### src/rtl/fifo_drain_fsm_pkg.sv
// Shared constants for the byte-FIFO writer/drain controllers.
//   ST_WAIT / ST_READ : state encoding shared with the writer FSM
//   PATTERN_DEFAULT   : data pattern produced by the writer's source
package fifo_drain_fsm_pkg;

  localparam int unsigned STATE_W = 1;
  localparam int unsigned DATA_W  = 8;

  localparam logic [STATE_W-1:0] ST_WAIT = 1'b0;
  localparam logic [STATE_W-1:0] ST_READ = 1'b1;

  localparam logic [DATA_W-1:0] PATTERN_DEFAULT = 8'hAA;

endpackage

### src/rtl/fifo_drain_fsm_if.sv
// FIFO read-port bundle between the drain controller and the byte FIFO.
//   fifo_words   : FIFO occupancy (FIFO -> controller)
//   fifo_rd_data : read data, valid one cycle after rd_en (FIFO -> controller)
//   rd_en        : read strobe (controller -> FIFO)
interface fifo_drain_fsm_if #(
  parameter int unsigned WORDS_W = 4
);
  import fifo_drain_fsm_pkg::*;

  logic [WORDS_W-1:0] fifo_words;
  logic [DATA_W-1:0]  fifo_rd_data;
  logic               rd_en;

  modport master (output rd_en, input fifo_words, input fifo_rd_data);
  modport slave  (input rd_en, output fifo_words, output fifo_rd_data);

endinterface

### src/rtl/fifo_rd_checker.sv
// Read-data checker: delays the read strobe by one cycle, then counts each
// returned word and flags words that differ from the expected pattern.
//   clk, rst_n  : clock, synchronous active-low reset
//   rd_en_i     : FIFO read strobe issued this cycle
//   clear_i     : zero counters and sticky flag (wins over increments)
//   rd_data_i   : FIFO read data
//   word_cnt_o  : words received (wraps)
//   err_cnt_o   : mismatching words (saturates)
//   err_flag_o  : sticky mismatch flag
module fifo_rd_checker
  import fifo_drain_fsm_pkg::*;
#(
  parameter int unsigned       CNT_W    = 16,
  parameter logic [DATA_W-1:0] EXPECTED = PATTERN_DEFAULT
) (
  input  logic              clk,
  input  logic              rst_n,
  input  logic              rd_en_i,
  input  logic              clear_i,
  input  logic [DATA_W-1:0] rd_data_i,
  output logic [CNT_W-1:0]  word_cnt_o,
  output logic [CNT_W-1:0]  err_cnt_o,
  output logic              err_flag_o
);

  logic             rd_vld_q;
  logic [CNT_W-1:0] word_cnt_q, word_cnt_d;
  logic [CNT_W-1:0] err_cnt_q, err_cnt_d;
  logic             err_flag_q, err_flag_d;

  // Capture and compare the word returned for last cycle's read
  always_comb begin
    word_cnt_d = word_cnt_q;
    err_cnt_d  = err_cnt_q;
    err_flag_d = err_flag_q;
    if (clear_i) begin
      word_cnt_d = '0;
      err_cnt_d  = '0;
      err_flag_d = 1'b0;
    end else if (rd_vld_q) begin
      word_cnt_d = word_cnt_q + CNT_W'(1);
      if (rd_data_i != EXPECTED) begin
        if (err_cnt_q != {CNT_W{1'b1}}) err_cnt_d = err_cnt_q + CNT_W'(1);
        err_flag_d = 1'b1;
      end
    end
  end

  // rd_vld is deliberately untouched by clear
  always_ff @(posedge clk) begin
    if (!rst_n) begin
      rd_vld_q   <= 1'b0;
      word_cnt_q <= '0;
      err_cnt_q  <= '0;
      err_flag_q <= 1'b0;
    end else begin
      rd_vld_q   <= rd_en_i;
      word_cnt_q <= word_cnt_d;
      err_cnt_q  <= err_cnt_d;
      err_flag_q <= err_flag_d;
    end
  end

  assign word_cnt_o = word_cnt_q;
  assign err_cnt_o  = err_cnt_q;
  assign err_flag_o = err_flag_q;

endmodule

### src/rtl/fifo_drain_fsm.sv
// Drain controller for the byte FIFO: waits for START_LEVEL words, reads the
// FIFO in a burst until it is down to its last word, checks every word.
//   clk, rst_n  : clock, synchronous active-low reset
//   en_i        : drain enable (stops an active burst when low)
//   clear_i     : clear statistics and error flag
//   fifo        : FIFO read port (master side; rd_en is combinational)
//   busy_o      : high while bursting
//   word_cnt_o, err_cnt_o, burst_cnt_o, err_flag_o : statistics
module fifo_drain_fsm
  import fifo_drain_fsm_pkg::*;
#(
  parameter int unsigned       WORDS_W     = 4,
  parameter int unsigned       START_LEVEL = 4,
  parameter logic [DATA_W-1:0] EXPECTED    = PATTERN_DEFAULT,
  parameter int unsigned       CNT_W       = 16
) (
  input  logic             clk,
  input  logic             rst_n,
  input  logic             en_i,
  input  logic             clear_i,
  fifo_drain_fsm_if.master fifo,
  output logic             busy_o,
  output logic [CNT_W-1:0] word_cnt_o,
  output logic [CNT_W-1:0] err_cnt_o,
  output logic [CNT_W-1:0] burst_cnt_o,
  output logic             err_flag_o
);

  localparam logic [WORDS_W-1:0] START_LVL = WORDS_W'(START_LEVEL);
  localparam logic [WORDS_W-1:0] ONE_WORD  = WORDS_W'(1);

  logic [STATE_W-1:0] state_q, state_d;
  logic               rd_en_c;
  logic               burst_start_c;
  logic [CNT_W-1:0]   burst_cnt_q, burst_cnt_d;

  // Next state and read strobe; the last word is read in the exit cycle
  always_comb begin
    state_d       = ST_WAIT;
    rd_en_c       = 1'b0;
    burst_start_c = 1'b0;
    case (state_q)
      ST_WAIT: begin
        if (en_i && (fifo.fifo_words >= START_LVL)) begin
          state_d       = ST_READ;
          burst_start_c = 1'b1;
        end
      end
      ST_READ: begin
        rd_en_c = en_i && (fifo.fifo_words != '0);
        if (en_i && (fifo.fifo_words > ONE_WORD)) state_d = ST_READ;
      end
      default: state_d = ST_WAIT;
    endcase
  end

  // Burst counter, clear wins over a same-cycle start
  always_comb begin
    burst_cnt_d = burst_cnt_q;
    if (clear_i)            burst_cnt_d = '0;
    else if (burst_start_c) burst_cnt_d = burst_cnt_q + CNT_W'(1);
  end

  always_ff @(posedge clk) begin
    if (!rst_n) begin
      state_q     <= ST_WAIT;
      burst_cnt_q <= '0;
    end else begin
      state_q     <= state_d;
      burst_cnt_q <= burst_cnt_d;
    end
  end

  assign fifo.rd_en  = rd_en_c;
  assign busy_o      = (state_q == ST_READ);
  assign burst_cnt_o = burst_cnt_q;

  fifo_rd_checker #(
    .CNT_W    (CNT_W),
    .EXPECTED (EXPECTED)
  ) u_rd_checker (
    .clk        (clk),
    .rst_n      (rst_n),
    .rd_en_i    (rd_en_c),
    .clear_i    (clear_i),
    .rd_data_i  (fifo.fifo_rd_data),
    .word_cnt_o (word_cnt_o),
    .err_cnt_o  (err_cnt_o),
    .err_flag_o (err_flag_o)
  );

endmodule

### src/flat_wrapper.sv
// flat-port wrapper written by rule: the top's interface ports become plain ports
module fifo_drain_fsm_flat import fifo_drain_fsm_pkg::*;
#(
  parameter int unsigned       WORDS_W     = 4,
  parameter int unsigned       START_LEVEL = 4,
  parameter logic [DATA_W-1:0] EXPECTED    = PATTERN_DEFAULT,
  parameter int unsigned       CNT_W       = 16
)
  (clk, rst_n, en_i, clear_i, busy_o, word_cnt_o, err_cnt_o, burst_cnt_o, err_flag_o, fifo_rd_en, fifo_fifo_words, fifo_fifo_rd_data);
  fifo_drain_fsm_if #(.WORDS_W(WORDS_W)) fifo_i ();
  input  logic clk;
  input  logic rst_n;
  input  logic en_i;
  input  logic clear_i;
  output logic busy_o;
  output logic [CNT_W-1:0] word_cnt_o;
  output logic [CNT_W-1:0] err_cnt_o;
  output logic [CNT_W-1:0] burst_cnt_o;
  output logic err_flag_o;
  output wire logic [$bits(fifo_i.rd_en)-1:0] fifo_rd_en;
  input wire logic [$bits(fifo_i.fifo_words)-1:0] fifo_fifo_words;
  input wire logic [$bits(fifo_i.fifo_rd_data)-1:0] fifo_fifo_rd_data;
  assign fifo_rd_en = fifo_i.rd_en;
  assign fifo_i.fifo_words = fifo_fifo_words;
  assign fifo_i.fifo_rd_data = fifo_fifo_rd_data;
  fifo_drain_fsm #(.WORDS_W(WORDS_W), .START_LEVEL(START_LEVEL), .EXPECTED(EXPECTED), .CNT_W(CNT_W)) u_core (.clk(clk), .rst_n(rst_n), .en_i(en_i), .clear_i(clear_i), .fifo(fifo_i), .busy_o(busy_o), .word_cnt_o(word_cnt_o), .err_cnt_o(err_cnt_o), .burst_cnt_o(burst_cnt_o), .err_flag_o(err_flag_o));
endmodule
### config.mk
export PLATFORM = sky130hd
export DESIGN_NAME = fifo_drain_fsm_flat
export DESIGN_NICKNAME = d
export VERILOG_FILES = /design/src/rtl/fifo_drain_fsm_pkg.sv /design/src/rtl/fifo_drain_fsm_if.sv /design/src/rtl/fifo_rd_checker.sv /design/src/rtl/fifo_drain_fsm.sv /design/src/flat_wrapper.sv
export SDC_FILE = /design/constraint.sdc
export NUM_CORES = 1
export LEC_CHECK = 0
export ABC_AREA = 1
export BUFFER_PORTS_ARGS = -buffer_cell sky130_fd_sc_hd__buf_4
export CAP_MARGIN = 30
export CORE_MARGIN = 10
export CORE_UTILIZATION = 53
export CTS_CLUSTER_SIZE = 40
export DETAILED_ROUTE_END_ITERATION = 10
export GPL_TIMING_DRIVEN = 0
export PLACE_DENSITY = 0.86
export SLEW_MARGIN = 25
export SYNTH_ARGS = -nofsm -noshare
export SYNTH_HDL_FRONTEND = slang
export SYNTH_SLANG_ARGS = --single-unit
### constraint.sdc
create_clock -name clk -period 1.65 [get_ports clk]
set_input_delay 0 -clock clk [delete_from_list [all_inputs] [get_ports clk]]
set_output_delay 0 -clock clk [all_outputs]
set_load 0.005 [all_outputs]
; Word level (Yosys, flattened, before mapping)
; Cells that the tools add are included.
[word_totals]
ff_bits = 51
output_inout_bits = 51
[op_classes]
add_sub_neg = 3
n_lt_le_gt_ge = 2
n_eq_ne = 2
n_mux = 5
n_bitwise = 2
reduce_logical = 7
[ops]
columns = cell, count
row1 = $add 16x1->16 const B, 3
row2 = $ne 16x16->1 const B, 1
row3 = $ne 8x8->1 const B, 1
row4 = $ge 4x3->1 const B, 1
row5 = $gt 4x1->1 const B, 1
row6 = $mux 1, 4
row7 = $reduce_bool 4->1, 1
row8 = $logic_and 1x1->1, 3
row9 = $reduce_and 3->1, 1
row10 = $not 1->1, 2
row11 = $pmux 1 s2, 1
row12 = $reduce_and 2->1, 1
row13 = $reduce_or 2->1, 1

; Depth between registers and ports, before layout
[logic_depth]
depth_word = 4
ltp_mapped = 10

; Modules after synthesis
; A second synthesis with hierarchy kept.
[unflattened]
hier_cells = 417
hier_area_um2 = 2807.7
[modules_own_cells]
columns = mod, instances, cells_per_inst, area_per_inst_um2, seq_area_each_um2
row1 = fifo_rd_checker, 1, 283, 1888.1, 680.7
row2 = fifo_drain_fsm, 1, 134, 919.6, 340.3

; Least setup slack after synthesis
; OpenSTA, ideal clock, no wires.
[synth_path]
path_type = reg-to-reg
from = register u_core.u_rd_checker.err_cnt_q[0] (netlist: u_core.u_rd_checker.err_cnt_o[0])
to = register u_core.u_rd_checker.err_cnt_q[2] (netlist: u_core.u_rd_checker.err_cnt_o[2])
setup_ps = 115
arrival_time_ps = 1410
t_required_ps = 1535
path_slack_ps = 125
stages_incl_launch_ff = 10
n_path_buf = 1
synth_period_minus_slack_ps = 1525
path_cell_list = dfxtp_1 ha_1 nand2_2 nor2_1 nand2_2 nor2_1 nor2_2 buf_6 a21oi_1 nor2_1
[synth_via]
elab_chain_len = 2
word_cells_on_any_way = 3
classes_between = 1 x add/sub / 1 x eq/ne / 1 x reduce/logical
[synth_rtl]
columns = item, line
row1 = start: declaration, fifo_rd_checker.sv:28  ; logic [CNT_W-1:0] err_cnt_q, err_cnt_d;
row2 = start signal: assignment, fifo_rd_checker.sv:59  ; err_cnt_q <= err_cnt_d;
row3 = branches (longest 2 deep; another with $add 16x1->16), -
; Parallel ways; which one is timed is not known.
; A chain may end at the register's enable or synchronous reset.

; Worst setup path in the final report
[layout_path]
from = register u_core.u_rd_checker.err_cnt_q[0] (netlist: u_core.u_rd_checker.err_cnt_o[0])
to = register u_core.u_rd_checker.err_cnt_q[7] (netlist: u_core.u_rd_checker.err_cnt_o[7])
; The elaborated chain is that of the path after synthesis.

==> results by group <==
Routing
  • WL/cell: 12.4 um
  • DRT iter0 DRCs: 107
  • Routed vias: 2,780
  • Pre-Repair DR Iteration Count: 4
  • DRT antenna net count: 0
  • Post-route DRC: 0
  • Total detailed-routing wirelength: 6.80 mm
  • Routed vias/inst: 5.07

CTS
  • CTS tree: yes
  • Clk_lat worst skew: 0.30 ns
  • H-tree levels: 2
  • CTS Buffer Depth: 2
  • Reg clk slew, reported paths: 0.09 ns
  • Clk root buf: clkbuf_8
  • Number of CTS-inserted buffers: 5
  • Post-CTS Setup Inserts: 0
  • Clk sink count: 51

Critical path
  • Worst setup path endpoint: u_core.u_rd_checker.err_cnt_o[7]$_SDFFE_PP0P_
  • Reg-to-reg critical path startpoint: u_core.u_rd_checker.err_cnt_o[0]$_SDFFE_PP0P_
  • Reg2reg end: u_core.u_rd_checker.err_cnt_o[7]$_SDFFE_PP0P_
  • Slowest CP cell: dfxtp_4
  • Setup crit end kind: register
  • CP Data Required Time: 1.88 ns
  • Reg-to-reg setup timing slack: 0.11 ns
  • CP Max Fanout: 10
  • Crit Path Category: reg2reg
  • Crit path buffers/inverters: 1
  • Slowest stage delay, CP: 0.38 ns
  • Top Family by Delay on Critical Path: simple AND/OR/NAND/NOR gates
  • Worst reg2reg path depth: 9
  • Critical path depth in cells: 9
  • CP startpoint: u_core.u_rd_checker.err_cnt_o[0]$_SDFFE_PP0P_
  • Worst setup SP type: register
  • Crit path DAT: 1.78 ns
  • Critical Path, Cell by Cell: ha_4, nand2_2, nor2_1, nand2_2, nor2_2, nor2_2, buf_6, nand2_1, a21oi_2

Synth
  • Post-synthesis cell area: 2690 um2
  • Ys Warns: 0
  • Avg Cell Area, Syn: 6.63 um2
  • Sequential cell area fraction in the yosys report: 0.380
  • Synth cell types: 30
  • Net count after synthesis: 424
  • Number of synthesized register bits: 51
  • Cell count after synthesis: 405

Floorplanning
  • Die area: 8310 um2
  • Initial Utilization: 0.557
  • Die outline height: 91.2 um
  • IO Pins: 67
  • Cell row count: 25
  • Core area: 4820 um2
  • Width of the die: 91.2 um

Timing
  • RSZ-0062 raised after global routing: false
  • Actual transition at the worst max-transition pin: 0.653 ns
  • Rel. slew slack: 0.564
  • Fmax: 0.649 GHz
  • Final Max Slew Viols: 0
  • Final min period: 1.54 ns
  • Min Hold Slack: 0.0162 ns
  • Final hold vios: 0
  • Final period util: 0.933
  • Worst Clk Skew: 0.00837 ns
  • Setup violators final: 0
  • Setup TNS: 0 ns

Finish
  • Area Growth Syn to Fin: 26.8%
  • Share of layout cells above drive strength 1: 0.225
  • Nets: 499
  • Post-layout util: 0.707
  • Ant. Diodes: 0

Global route
  • Vias in the first global route: 2,679
  • Overflow after GRT: 0
  • Largest net degree at the start of global routing: 15
  • First-pass GRT wire length: 11.6 mm
  • Tot GR Track Use: 0.162
  • Initial antenna violation count: 0

Min path
  • Min-delay worst type: in2reg

Placed design
  • IO buf count: 66
  • GPL Wtd Cong: 0.921
  • DPL Wire Length: 5.26 mm

Status
  • Status: finished clean

Run
  • Max Cap Violations: 0

Power
  • Pwr/cell area: 604 nW/um2
  • VDD IR-drop max: 0.602 mV
  • Tot Pwr: 2.06 mW
  • Leak: 1.42 nW
## cell usage after synthesis (all sizes together)
cell type / instances / area, um2
o21a: 2 / 15.0
nand2: 113 / 449
clkbuf: 2 / 7.51
a211oi: 2 / 15.0
nor3: 7 / 40.0
xnor2: 4 / 35.0
nand3: 21 / 105
buf: 6 / 52.6
inv: 49 / 184
a21oi: 28 / 174
nor4: 1 / 6.26
o21bai: 3 / 22.5
nand4: 13 / 81.3
and3: 2 / 12.5
xor2: 7 / 61.3
o21ai: 13 / 65.1
a31oi: 1 / 6.26
dfxtp: 51 / 1020
nor2: 77 / 294
ha: 3 / 37.5
## through the flow
step	cells	setup slack, ns	cell area, um2
global route	548	0.0224	3410
CTS	548	0.0138	3370
global placement	538	-0.0489	3260
floorplan	405	0.125	2690
detailed placement	538	-0.0637	3260
finish	548	0.110	3410
## worst min-delay path, stage by stage
cell	delay, ns
buf_4	0.10
inv_1	0.08
nor4_1	0.08
## registers in the layout, summed over array words and instances (netlist names)
name                            flops
u_core.u_rd_checker.rd_vld_q        1
u_core.busy_o                       1
u_core.u_rd_checker.err_flag_o      1
u_core.u_rd_checker.err_cnt_o      16
u_core.u_rd_checker.word_cnt_o     16
u_core.burst_cnt_o                 16
## cells by family after synthesis
logic type | synth area share
flops | 0.380
fa+ha+maj | 0.0140
xor+xnor | 0.0359
compound gates | 0.111
simple gates | 0.368
buf+inv | 0.0909
## cells in the final DEF (no fill, tap or decap), drive strengths merged
cell type and instances:
nand4 13, xnor2 4, nand2 113, a21oi 28, o21bai 3, o21ai 13, a211oi 2, nand3 21
o21a 2, nor2 77, clkbuf 9, dlygate4sd3 2, nor3 7, ha 3, clkinv 1, and3 2
xor2 7, nor4 1, a31oi 1, inv 49, dfxtp 51, buf 72
## routing by layer
metal / vias to the layer above / GRT usage / share of wire
li1: 1435 / - / -
met3: 12 / 0.0535 / 0.062
met4: 0 / 0.0509 / 0.019
met2: 69 / 0.296 / 0.50
met1: 1264 / 0.171 / 0.42
met5: - / 0 / 0
## power breakdown
group	leakage (nW)	switching [mW]	total [mW]	internal [mW]
combinational	0.960	0.0691	0.126	0.0565
sequential	0.413	0.00602	1.24	1.23
clock	0.0422	0.394	0.692	0.299
## worst min path at each step
stage | startpoint | end | slack (ns) | cells past startpoint
3_3_place_gp | fifo_fifo_words[1] | u_core.busy_o$_SDFF_PN0_ | 0.27 | 3
5_1_grt | rst_n | u_core.u_rd_checker.rd_vld_q$_SDFF_PN0_ | 0.03 | 3
3_5_place_dp | fifo_fifo_words[1] | u_core.busy_o$_SDFF_PN0_ | 0.29 | 3
4_1_cts | rst_n | u_core.u_rd_checker.rd_vld_q$_SDFF_PN0_ | 0.009 | 3
2_1_floorplan | en_i | fifo_rd_en | 0.12 | 2
6_report | rst_n | u_core.u_rd_checker.rd_vld_q$_SDFF_PN0_ | 0.02 | 3
## final cells by class
| cell class | instances | area, um2 |
|---|---|---|
| fillers | 464 | 1410 |
| repair buffers | 68 | 515 |
| flip-flops and latches | 51 | 1030 |
| clock buffers | 7 | 76.3 |
| well taps | 67 | 83.8 |
| multi-input cells | 297 | 1450 |
| inverters | 49 | 184 |
| plain buffers | 8 | 60.1 |
| clock inverters | 1 | 5.00 |
## timing repair
item                                   in CTS  in global routing
endpoints found under the hold margin       1                  0
setup endpoints to repair                  11                 16
gates resized for setup                     2                 10
pin swaps                                   0                  1
hold buffers                                2                  0
Note: power is estimated with default switching activity, not from simulation.
